===== src/rtl/param_shift_register.sv =====
// param_shift_register: WIDTH-bit x DEPTH-stage bidirectional shift register
// with shift enable, parallel load, synchronous flush, full tap output and a
// saturating fill-level counter.
//
// Optional build macro SHREG_ROTATE_EN adds input io_rot. When it is set, an
// enabled shift feeds the outgoing word back into the input end, and the fill
// level is left unchanged.
//
// Port names follow the standard generated test harness (clock/reset/io_*).
// reset is synchronous and active-low.

module param_shift_register #(
  parameter  int WIDTH = 8,
  parameter  int DEPTH = 4,
  localparam int CNT_W = $clog2(DEPTH + 1)
) (
  input  logic                     clock,
  input  logic                     reset,
  input  logic                     io_en,
  input  logic                     io_dir,
  input  logic [WIDTH-1:0]         io_in,
  input  logic                     io_load,
  input  logic [WIDTH*DEPTH-1:0]   io_pload,
  input  logic                     io_flush,
`ifdef SHREG_ROTATE_EN
  input  logic                     io_rot,
`endif
  output logic [WIDTH-1:0]         io_out,
  output logic [WIDTH*DEPTH-1:0]   io_taps,
  output logic [CNT_W-1:0]         io_fill,
  output logic                     io_full
);

  localparam logic [CNT_W-1:0] FILL_MAX = CNT_W'(DEPTH);

  // stage_q[i] is stage i; the packed layout matches io_pload/io_taps slicing
  logic [DEPTH-1:0][WIDTH-1:0] stage_q, stage_d;
  logic [DEPTH-1:0][WIDTH-1:0] shifted;
  logic [CNT_W-1:0]            fill_q, fill_d;
  logic [WIDTH-1:0]            out_word;
  logic [WIDTH-1:0]            in_word;
  logic                        rot_en;

`ifdef SHREG_ROTATE_EN
  assign rot_en = io_rot;
`else
  assign rot_en = 1'b0;
`endif

  // Exit-end word; follows io_dir combinationally (DEPTH=1 collapses to s[0])
  always_comb begin
    out_word = io_dir ? stage_q[0] : stage_q[DEPTH-1];
  end

  // Word entering the input end: serial input, or the exiting word when rotating
  always_comb begin
    in_word = rot_en ? out_word : io_in;
  end

  // One-position move of every stage in the selected direction
  always_comb begin
    shifted = stage_q;
    if (!io_dir) begin
      shifted[0] = in_word;
      for (int i = 1; i < DEPTH; i++) begin
        shifted[i] = stage_q[i-1];
      end
    end else begin
      shifted[DEPTH-1] = in_word;
      for (int i = 0; i < DEPTH - 1; i++) begin
        shifted[i] = stage_q[i+1];
      end
    end
  end

  // Next-state selection; flush beats load beats shift, otherwise hold
  always_comb begin
    stage_d = stage_q;
    fill_d  = fill_q;
    if (io_flush) begin
      stage_d = '0;
      fill_d  = '0;
    end else if (io_load) begin
      stage_d = io_pload;
      fill_d  = FILL_MAX;
    end else if (io_en) begin
      stage_d = shifted;
      if (!rot_en && (fill_q != FILL_MAX)) begin
        fill_d = fill_q + CNT_W'(1);
      end
    end
  end

  // State registers with synchronous active-low reset overriding everything
  always_ff @(posedge clock) begin
    if (!reset) begin
      stage_q <= '0;
      fill_q  <= '0;
    end else begin
      stage_q <= stage_d;
      fill_q  <= fill_d;
    end
  end

  // Observation ports driven purely from state (io_out also from io_dir)
  always_comb begin
    io_out  = out_word;
    io_taps = stage_q;
    io_fill = fill_q;
    io_full = (fill_q == FILL_MAX);
  end

endmodule


===== config.mk =====
export PLATFORM = sky130hd
export DESIGN_NAME = param_shift_register
export DESIGN_NICKNAME = d
export VERILOG_FILES = /design/src/rtl/param_shift_register.sv
export SDC_FILE = /design/constraint.sdc
export NUM_CORES = 1
export LEC_CHECK = 0
export CAP_MARGIN = 20
export CORE_UTILIZATION = 42
export DETAILED_ROUTE_END_ITERATION = 12
export HOLD_SLACK_MARGIN = 0.05
export PLACE_DENSITY = 0.82
export RECOVER_POWER = 50
export SYNTH_ARGS = -nofsm -noshare
export SYNTH_HDL_FRONTEND = slang
export SYNTH_SLANG_ARGS = --single-unit
export TNS_END_PERCENT = 10

===== constraint.sdc =====
create_clock -name clock -period 1.31 [get_ports clock]
set_input_delay 0.262 -clock clock [delete_from_list [all_inputs] [get_ports clock]]
set_output_delay 0.262 -clock clock [all_outputs]
set_load 0.005 [all_outputs]

==> results of run 1 <==
cell usage after synthesis:
cell and count:
nor3_1 2, and2_1 1, xnor2_1 1, a211oi_1 1
a21boi_2 1, buf_4 1, inv_1 2, a311oi_1 1
nor2_1 32, a21oi_2 3, mux2i_1 33, nand2b_1 1
nor2b_1 1, a21oi_1 29, clkbuf_1 14, buf_6 1
mux2_2 8, buf_12 3, dfxtp_1 35, a211o_1 32
buf_8 1, ha_1 2, buf_2 3, nand2_1 32
layer usage:
metal  vias up  track usage (%)  share of wire, %
met5         -                0                 0
met4         0             7.63               1.0
met3         7             4.17               4.7
met2        62             38.7                52
met1      1000             27.0                42
li1       1082                -                 -
flip-flops by register name, indices dropped and copies added, names as in the netlist:
signal / flops
io_fill: 3
io_taps: 32
critical path, delay by kind of cell (launching register included):
kind                     cells  cell delay (ns)
buffers and inverters        2             0.14
flip-flops                   1             0.33
adder cells (fa/ha/maj)      1             0.15
AND/OR/NAND/NOR              1             0.13
metrics by stage:
stage	power, W	worst slack (ns)	utilization (%)	setup TNS, ns
global route	0.00279	-0.0291	70.8	-0.0321
finish	0.00266	0.0101	70.8	0
floorplan	0.00149	0.110	-	0
CTS	0.00268	-0.134	71.2	-0.211
global placement	0.00184	-0.265	68.3	-2.44
detailed placement	0.00185	-0.285	68.3	-2.71
worst paths after layout:
check / start / endpoint / slack [ns] / cells after the start
min reg2reg: io_taps[15] / io_taps[15] / 0.62 / 3
max: io_fill[1] / io_full / 0.01 / 4
min: io_load / io_fill[0] / 0.44 / 3
max reg2reg: io_fill[1] / io_fill[1] / 0.06 / 6
timing repair:
| item | in CTS | in global routing |
|---|---|---|
| pin swaps | 0 | 2 |
| gates resized for setup | 97 | 15 |
| setup buffers | 4 | 0 |
| endpoints found under the setup margin | 44 | 8 |
| hold buffers | 0 | 0 |
cell families (layout without fill, tap and decap cells):
group                      count (synthesis)  after routing  share of synthesized area [%]
DFF                                       35             35                           33.8
muxes                                     41             41                           20.3
adders and majority gates                  2              2                           1.21
xor gates and xnor gates                   1              1                          0.423
buffers and inverters                     25            142                           8.15
and+or+nand+nor                           69             69                           13.0
AOI/OAI and AO/OA                         67             67                           23.1
cell usage in the layout, fill, tap and decap left out, drive strengths merged:
master | Yosys | routed
mux2i | 33 | 33
ha | 2 | 2
mux2 | 8 | 8
xnor2 | 1 | 1
clkdlybuf4s50 | 0 | 41
inv | 2 | 2
dlygate4sd2 | 0 | 35
and2 | 1 | 1
dfxtp | 35 | 35
nor2b | 1 | 1
a21oi | 32 | 32
a21boi | 1 | 1
a211oi | 1 | 1
a211o | 32 | 32
nor2 | 32 | 32
buf | 9 | 45
nand2b | 1 | 1
clkbuf | 14 | 18
nor3 | 2 | 2
nand2 | 32 | 32
a311oi | 1 | 1
dlygate4sd3 | 0 | 1
where the power goes:
part	total, W	internal, W	switching (W)
logic	0.000667	0.000393	0.000274
clock network	0.000840	0.000480	0.000361
registers	0.00115	0.00112	0.0000324
layout make-up:
class	instances	area share, %
clock buffer	8	2.99
sequential	35	22.0
multi-input combinational	180	36.6
timing repair buffer	132	35.6
tap	67	2.51
inverter	2	0.225
==> run_results.csv, run 1 <==
group,metric,value,unit
outcome,outcome,"completed",
power,p_leak,1.62,nW
clocking,htree_levels,2,
placed_design,place_hpwl,3.94,mm
clocking,cts.reportedPaths.clkPinSlew,0.07,ns
placed_design,dp_cells,412,
finish,synthToLayoutAreaGrowth,61.4,%
clocking,cts-root-buf,"clkbuf_8",
finish,drive_gt1_share,29.4,%
floorplan,start_util,43.9,%
synthesis,yosys.area.top_type,"dfxtp_1",
grt,grt_pass1_vias,1959,
route,viasPerCell,5.07,
sta,worstMarginPinSlew,0.361,ns
route,wl_per_cell,13.3,um
job,cap_viol_max_count,0,
setup_path,cp-start-kind,"flip-flop",
power,p_per_area,794,nW/um^2
placed_design,postPlaceCellArea,3230,sq um
sta,slew_headroom,75.9,%
sta,finalClockSkew,0.00292,ns
synthesis,synth_top_area_share,33.8,%
floorplan,die_w,72.2,um
floorplan,placementRows,25,
synthesis,ys_seq_area_share,33.8,%
synthesis,syn_nets,288,
setup_path,crit_arrival,1.04,ns
sta,fmax,769,MHz
finish,final_area,3340,sq um
floorplan,core,4720,sq um
grt,grt_pass1_wl,9.05,mm
clocking,cts.sinks,35,
placed_design,finalWeightedCongestion,0.806,
sta,hold_viol,0,
route,post-route-drc-count,0,
synthesis,ys_top_cells_by_area,"dfxtp_1 34%, mux2i_1 16%, a211o_1 14%",
synthesis,synth_area_per_cell,8.63,sq um
grt,antenna_found_initial,0,
finish,nFillCells,380,
finish,nNetsFinal,404,
sta,finalMaxSlewViolations,0,
floorplan,die_area,5220,sq um
synthesis,synthesis.area,2070,sq um
grt,overflow,0,
setup_path,crit_path_max_fanout,2,
setup_path,end_kind,"output port",
setup_path,crit_type,"reg2out",
sta,rsz0062_at_grt,"yes",
floorplan,die_h,72.2,um
grt,grt_usage,22.1,%
finish,multi_input_area,1220,sq um
route,drt_iter0_drc,99,
clocking,numCtsBuffers,5,
power,ir_drop,0.483,mV
route,first_pass_iters,5,
setup_path,cpPeakStageDelay,0.33,ns
sta,holdWs,0.436,ns
min_path,hold_class,"in2reg",
setup_path,path_cells,"inv_2 -> ha_4 -> and2_4 -> buf_6",
finish,antennaDiodeCount,0,
synthesis,ys_seq_elements,35,
route,totalWireLength,5.64,mm
route,via_count,2151,
floorplan,ios,90,
clocking,clk_latency,0.28,ns
sta,min_period,1.30,ns
grt,grt_max_degree,41,
synthesis,ys_warn_count,0,
placed_design,port_buffers,89,
route,antenna_left,0,
finish,finalNonFillerCells,424,
sta,setup_violations,0,
clocking,cts_tree,"built",
setup_path,worstPathRequired,1.05,ns
synthesis,synthDistinctLibCells,24,
synthesis,synthCells,240,
setup_path,critPathSlowestCell,"dfxtp_2",
clocking,clockBufferDepth,2,
sta,period_share,99.2,%
finish,register_area,737,sq um
No activity file was read; power rests on OpenSTA's default activity.
==> run 2, diff against run 1 <==
- CAP_MARGIN: 20 -> not set
==> results of run 2 <==
No change in the layout: final DEF, timing and power equal those of run 1.
